<file path="config.mk">
export PLATFORM = sky130hd
export DESIGN_NAME = core_scheduler
export DESIGN_NICKNAME = d
export VERILOG_FILES = /design/src/rtl/core_scheduler.sv
export SDC_FILE = /design/constraint.sdc
export NUM_CORES = 1
export LEC_CHECK = 0
export CAP_MARGIN = 40
export CORE_ASPECT_RATIO = 0.5
export CORE_MARGIN = 1
export CORE_UTILIZATION = 48
export CTS_BUF_LIST = sky130_fd_sc_hd__clkbuf_4
export CTS_CLUSTER_SIZE = 16
export DETAILED_ROUTE_END_ITERATION = 10
export HOLD_SLACK_MARGIN = 0.08
export PLACE_DENSITY = 0.78
export REMOVE_ABC_BUFFERS = 1
export SYNTH_ARGS = -nofsm -noshare
export SYNTH_HDL_FRONTEND = slang
export SYNTH_SLANG_ARGS = --single-unit
export TNS_END_PERCENT = 100
</file>
<file path="constraint.sdc">
create_clock -name clk -period 4.1 [get_ports clk]
set_clock_uncertainty 0.05 [all_clocks]
set_input_delay 0.82 -clock clk [delete_from_list [all_inputs] [get_ports clk]]
set_output_delay 0.82 -clock clk [all_outputs]
set_load 0.05 [all_outputs]
</file>
<file path="src/rtl/core_scheduler.sv">
// Dispatches tagged jobs to N inference cores and funnels their results,
// round-robin, through a single result register with a valid/ready handshake.
module core_scheduler #(
  parameter int N_CORES = 4,
  parameter int OUT_W   = 32,
  parameter int ID_W    = 8,
  parameter int TIMEOUT = 1024
) (
  input  logic                                          clk,
  input  logic                                          rst,
  input  logic [N_CORES-1:0]                            core_en,
  input  logic                                          job_valid,
  input  logic [ID_W-1:0]                               job_id,
  output logic                                          job_ready,
  output logic [N_CORES-1:0]                            core_start,
  output logic [N_CORES*ID_W-1:0]                       core_job_id,
  input  logic [N_CORES-1:0]                            core_done,
  input  logic [N_CORES*OUT_W-1:0]                      core_value,
  output logic                                          res_valid,
  input  logic                                          res_ready,
  output logic [ID_W-1:0]                               res_id,
  output logic [OUT_W-1:0]                              res_value,
  output logic [((N_CORES > 1) ? $clog2(N_CORES) : 1)-1:0] res_core,
  output logic                                          res_timeout,
  output logic [N_CORES-1:0]                            busy,
  output logic                                          idle,
  output logic [15:0]                                   timeout_count
);

  localparam int RC_W  = (N_CORES > 1) ? $clog2(N_CORES) : 1;
  localparam int CNT_W = $clog2(TIMEOUT + 2);
  localparam logic [CNT_W-1:0] TO_LAST = CNT_W'((TIMEOUT > 0) ? TIMEOUT - 1 : 0);

  typedef enum logic [1:0] {
    S_FREE  = 2'd0,
    S_START = 2'd1,
    S_RUN   = 2'd2,
    S_HOLD  = 2'd3
  } core_state_e;

  logic [N_CORES-1:0]       free_vec;
  logic [N_CORES-1:0]       hold_vec;
  logic [N_CORES-1:0]       disp_grant;
  logic [N_CORES-1:0]       to_evt;
  logic [N_CORES*ID_W-1:0]  id_all;
  logic [N_CORES*OUT_W-1:0] val_all;
  logic [N_CORES-1:0]       to_all;
  logic                     disp_found;
  logic                     job_accept;
  logic                     load_en;
  logic                     out_any;
  logic                     out_take;
  logic [RC_W-1:0]          out_idx;
  logic [RC_W-1:0]          rr_ptr_reg;
  logic [RC_W-1:0]          rr_ptr_next;
  logic [16:0]              to_sum;
  logic [15:0]              timeout_count_reg;
  logic [15:0]              timeout_count_next;
  logic                     res_valid_reg;
  logic [ID_W-1:0]          res_id_reg;
  logic [OUT_W-1:0]         res_value_reg;
  logic [RC_W-1:0]          res_core_reg;
  logic                     res_timeout_reg;

  // Dispatch only looks at registered core state, plus the enable mask.
  assign job_ready  = |(free_vec & core_en);
  assign job_accept = job_valid & job_ready;

  always_comb begin
    disp_grant = '0;
    disp_found = 1'b0;
    for (int i = 0; i < N_CORES; i++) begin
      if (!disp_found && free_vec[i] && core_en[i]) begin
        disp_grant[i] = 1'b1;
        disp_found    = 1'b1;
      end
    end
  end

  // Round-robin search over HOLD cores starting at rr_ptr_reg.
  always_comb begin
    out_any = 1'b0;
    out_idx = '0;
    for (int i = 0; i < N_CORES; i++) begin
      if (!out_any && hold_vec[(int'(rr_ptr_reg) + i) % N_CORES]) begin
        out_any = 1'b1;
        out_idx = RC_W'((int'(rr_ptr_reg) + i) % N_CORES);
      end
    end
  end

  assign load_en  = !res_valid_reg || res_ready;
  assign out_take = load_en && out_any;

  always_comb begin
    rr_ptr_next = rr_ptr_reg;
    if (out_take) begin
      rr_ptr_next = (out_idx == RC_W'(N_CORES - 1)) ? '0 : out_idx + 1'b1;
    end
  end

  // Several cores may time out in the same cycle; add them all, then saturate.
  always_comb begin
    to_sum = {1'b0, timeout_count_reg};
    for (int i = 0; i < N_CORES; i++) begin
      to_sum = to_sum + 17'(to_evt[i]);
    end
    timeout_count_next = to_sum[16] ? 16'hFFFF : to_sum[15:0];
  end

  always_ff @(posedge clk) begin
    if (rst) begin
      res_valid_reg     <= 1'b0;
      res_id_reg        <= '0;
      res_value_reg     <= '0;
      res_core_reg      <= '0;
      res_timeout_reg   <= 1'b0;
      rr_ptr_reg        <= '0;
      timeout_count_reg <= '0;
    end else begin
      if (out_take) begin
        res_valid_reg   <= 1'b1;
        res_id_reg      <= id_all[out_idx*ID_W +: ID_W];
        res_value_reg   <= val_all[out_idx*OUT_W +: OUT_W];
        res_core_reg    <= out_idx;
        res_timeout_reg <= to_all[out_idx];
      end else if (res_valid_reg && res_ready) begin
        res_valid_reg <= 1'b0;
      end
      rr_ptr_reg        <= rr_ptr_next;
      timeout_count_reg <= timeout_count_next;
    end
  end

  assign res_valid     = res_valid_reg;
  assign res_id        = res_id_reg;
  assign res_value     = res_value_reg;
  assign res_core      = res_core_reg;
  assign res_timeout   = res_timeout_reg;
  assign timeout_count = timeout_count_reg;
  assign busy          = ~free_vec;
  assign idle          = (&free_vec) && !res_valid_reg;

  genvar gi;
  generate
    for (gi = 0; gi < N_CORES; gi++) begin : g_core
      core_state_e      state_reg;
      core_state_e      state_next;
      logic [CNT_W-1:0] cnt_reg;
      logic [ID_W-1:0]  id_reg;
      logic [OUT_W-1:0] val_reg;
      logic             to_reg;
      logic             done_hit;
      logic             to_hit;
      logic             release_core;
      logic             is_free;
      logic             is_start;
      logic             is_hold;

      // cnt_reg is 0 only in the first RUN cycle, which masks done there.
      assign done_hit     = (state_reg == S_RUN) && (cnt_reg != '0) && core_done[gi];
      assign to_hit       = (TIMEOUT > 0) && (state_reg == S_RUN) && !done_hit &&
                            (cnt_reg == TO_LAST);
      assign release_core = out_take && (out_idx == RC_W'(gi));

      always_ff @(posedge clk) begin
        if (rst) begin
          state_reg <= S_FREE;
        end else begin
          state_reg <= state_next;
        end
      end

      always_comb begin
        state_next = state_reg;
        unique case (state_reg)
          S_FREE:  if (job_accept && disp_grant[gi]) state_next = S_START;
          S_START: state_next = S_RUN;
          S_RUN:   if (done_hit || to_hit) state_next = S_HOLD;
          S_HOLD:  if (release_core) state_next = S_FREE;
          default: state_next = S_FREE;
        endcase
      end

      always_comb begin
        is_free  = (state_reg == S_FREE);
        is_start = (state_reg == S_START);
        is_hold  = (state_reg == S_HOLD);
      end

      always_ff @(posedge clk) begin
        if (rst) begin
          cnt_reg <= '0;
          id_reg  <= '0;
          val_reg <= '0;
          to_reg  <= 1'b0;
        end else begin
          if (is_free && job_accept && disp_grant[gi]) begin
            id_reg <= job_id;
          end
          if (is_start) begin
            cnt_reg <= '0;
          end else if ((state_reg == S_RUN) && (cnt_reg != '1)) begin
            cnt_reg <= cnt_reg + 1'b1;
          end
          if (done_hit) begin
            val_reg <= core_value[gi*OUT_W +: OUT_W];
            to_reg  <= 1'b0;
          end else if (to_hit) begin
            val_reg <= '0;
            to_reg  <= 1'b1;
          end
        end
      end

      assign free_vec[gi]                   = is_free;
      assign hold_vec[gi]                   = is_hold;
      assign core_start[gi]                 = is_start;
      assign to_evt[gi]                     = to_hit;
      assign to_all[gi]                     = to_reg;
      assign core_job_id[gi*ID_W +: ID_W]   = id_reg;
      assign id_all[gi*ID_W +: ID_W]        = id_reg;
      assign val_all[gi*OUT_W +: OUT_W]     = val_reg;
    end
  endgenerate

endmodule

</file>
==> results.toml <==
[run_status]
outcome = "finished, final reports clean"

[setup_path]
rr_startpoint = "g_core[2].state_reg[0]$_SDFFE_PP0P_"
cp-end-kind = "flip-flop"
arrival_ps = 4290
slowest_stage = "fa_1"
cp_cell_sequence = "inv_1 -> ha_1 -> nand3_1 -> nor2_1 -> nand3_1 -> nor2_1 -> fa_1 -> inv_1 -> fa_1 -> inv_1 -> fa_1 -> nand4_1 -> nor4_1 -> buf_4 -> nand3_1 -> nor3b_1 -> nor3_1"
worstPathMaxFanout = 7
critPathMaxStageDelay_ps = 390
crit_required_ps = 4600
worst-setup-path-type = "reg2reg"
reg2regPathDepth = 17
rr_endpoint = "timeout_count[14]$_SDFF_PP0_"
rrSetupSlack_ps = 310
start_kind = "flip-flop"

[clocking]
postCtsResizedCells = 0
h-tree-depth = 3
cts_buffer_depth = 3
holdBufCountCts = 0
cts_tree = "built"
cts_buffers = 66
postCtsSetupBuffers = 0
clk_pin_slew_ps = 70
cts_sinks = 278
clock_latency_ps = 710
cts_root_buffer = "clkbuf_4"

[floorplan]
fp.dieH_um = 117
die_w_um = 231
rows = 41
io_pins = 250
initial_utilization_pct = 49.4
die_area_sq_um = 26900
coreArea_sq_um = 25500

[final_layout]
nets = 1882
final_cell_count_no_fill = 2087
largest_reg_flops = 128
drive_gt1_share_pct = 8.56
post-route-util_pct = 62.9
area_growth_pct = 27.3

[global_route]
grt_max_degree = 135
grt_pass1_vias = 11900
grt_pass1_wl_mm = 60.7
grt_overflow = 0
grt.total_usage_pct = 28.5
antenna_found_initial = 2

[hold_path]
hold_class = "reg2reg"
hold_depth = 2
holdPathEnd = "g_core[0].val_reg[2]$_SDFFE_PP0P_"
min_from = "g_core[0].val_reg[2]$_SDFFE_PP0P_"

[synthesis]
yosysSeqAreaShare_pct = 44.2
synthArstFlopShare_pct = 0
synth_cells = 1470
synth-main-ff-cell = "dfxtp_1"
synth_edf_count = 0
syn_area_per_cell_sq_um = 8.57
ys_ff_latch = 278
yosysWarningCount = 0
syn_area_sq_um = 12600
netlist-cell-type-count = 59

[route]
drc = 0
vias = 12100
viasPerCell = 5.78
routed_wl_mm = 39.5
drtIter0Drc = 1248
wl_per_cell_um = 18.9
drt_pre_antenna_iters = 8
antenna_left = 0

[sta]
finalCriticalPeriod_ps = 3790
slew_viol_final = 0
setup_violations = 0
fmax_mhz = 264
hold_viol_final = 0
grt_setup_unrepaired = "false"
setup_ws_ps = 312
worst_pin_slew_ps = 844
hold_slack_ps = 412
fin_crit_sh_pct = 92.4
max_slew_margin_pct = 43.6

[placement]
gp_congestion = 0.879
dp_slack_ps = -96.3
dp.cells = 1976
portBuffers = 249
dpl.hpwl_mm = 25.9

[pwr]
peakVddDrop_v = 0.000321
power.density_nw_per_um2 = 421
p_leak_uw = 0.00583

[run]
cap_violations = 0
==> report_power, final <==
group | switching, uW | internal [uW]
Combinational | 1100 | 635
Sequential | 83.0 | 2790
Clock | 1100 | 1050
Total | 2280 | 4470
==> cells in the mapped netlist, types with 7 or more instances <==
cell type | count | area [sq um]
dfxtp_1 | 278 | 5570
nand2_1 | 174 | 653
nor2_1 | 137 | 514
a21oi_1 | 120 | 601
nand3_1 | 118 | 591
clkbuf_1 | 85 | 319
mux2i_1 | 80 | 801
and3_1 | 55 | 344
a21boi_0 | 44 | 330
o21ai_0 | 43 | 215
o211ai_1 | 41 | 308
inv_1 | 35 | 131
a22oi_1 | 34 | 255
ha_1 | 31 | 388
xor2_1 | 23 | 201
nand4_1 | 21 | 131
nor3_1 | 17 | 85.1
xnor2_1 | 16 | 140
nand2b_1 | 9 | 56.3
buf_2 | 8 | 40.0
a211oi_1 | 7 | 52.6
a31oi_1 | 7 | 43.8
and4_1 | 7 | 61.3
==> per-layer routing <==
metal	vias up	global-route usage, %	routed length [um]
met3	121	5.03	2950
met5	-	0	0
met4	0	15.5	1520
li1	5629	-	-
met1	5779	33.6	15700
met2	540	50.2	19400
==> how the worst max path moves through the flow <==
stage	start	end	slack, ps	cells after the start
final	g_core[2].state_reg[0]$_SDFFE_PP0P_	timeout_count[14]$_SDFF_PP0_	310	17
after global routing	g_core[2].state_reg[0]$_SDFFE_PP0P_	timeout_count[14]$_SDFF_PP0_	30	17
after CTS	g_core[1].cnt_reg[0]$_SDFFE_PP0P_	timeout_count[7]$_SDFF_PP0_	210	13
after detailed placement	core_done[2]	timeout_count[1]$_SDFF_PP0_	-100	13
after global placement	core_done[2]	timeout_count[0]$_SDFF_PP0_	-20	13
after floorplan	core_done[2]	timeout_count[0]$_SDFF_PP0_	-710	12
==> area by class of cell <==
cell class / count / area (sq um)
Fill cell: 2149 / 9460
Tap cell: 344 / 430
Clock inverter: 14 / 53.8
Inverter: 36 / 136
Multi-Input combinational cell: 1045 / 6390
Sequential cell: 278 / 5570
Antenna cell: 3 / 7.51
Clock buffer: 94 / 706
Timing Repair Buffer: 273 / 2740
==> stage by stage <==
step	cell area, sq um	power, uW	setup TNS, ps
final	16000	6760	0
after global routing	16000	7040	0
after CTS	16000	6780	0
after detailed placement	15300	4650	-987
after global placement	15200	4590	-104
after floorplan	12000	3960	-10870
==> worst max-delay path: cells and delay by family (launching register included) <==
kind                       cells  cell delay, ps
adders and majority gates      4            1170
and+or+nand+nor                9            1670
buffers and inverters          4             420
DFF                            1             340
==> kinds of logic (layout without fill, tap and decap cells) <==
group | Yosys count | in the layout | synth area share [%]
AOI/OAI and AO/OA | 315 | 315 | 15.8
xor gates and xnor gates | 39 | 39 | 2.71
adders and majority gates | 34 | 34 | 3.55
buffers and inverters | 147 | 417 | 5.78
DFF | 278 | 278 | 44.2
muxes | 80 | 80 | 6.35
other | 0 | 3 | 0
and+or+nand+nor | 577 | 577 | 21.6
==> cell usage in the layout, fill, tap and decap left out, types with 4 or more instances in the layout <==
cell / synthesis / routed
dfxtp_1: 278 / 278
clkdlybuf4s50_1: 0 / 248
nand2_1: 174 / 173
nor2_1: 137 / 134
a21oi_1: 120 / 120
nand3_1: 118 / 117
clkbuf_4: 0 / 94
mux2i_1: 80 / 80
and3_1: 55 / 54
a21boi_0: 44 / 44
o21ai_0: 43 / 43
o211ai_1: 41 / 41
inv_1: 35 / 35
a22oi_1: 34 / 34
ha_1: 31 / 31
xor2_1: 23 / 23
nand4_1: 21 / 21
buf_4: 6 / 19
nor3_1: 17 / 17
xnor2_1: 16 / 16
clkinv_1: 0 / 11
nand2b_1: 9 / 8
and4_1: 7 / 7
a211oi_1: 7 / 7
nor2b_1: 6 / 6
or2_2: 6 / 6
nor4_1: 5 / 5
a31oi_1: 7 / 5
buf_12: 6 / 4
Power figures use the tool's default switching activity.
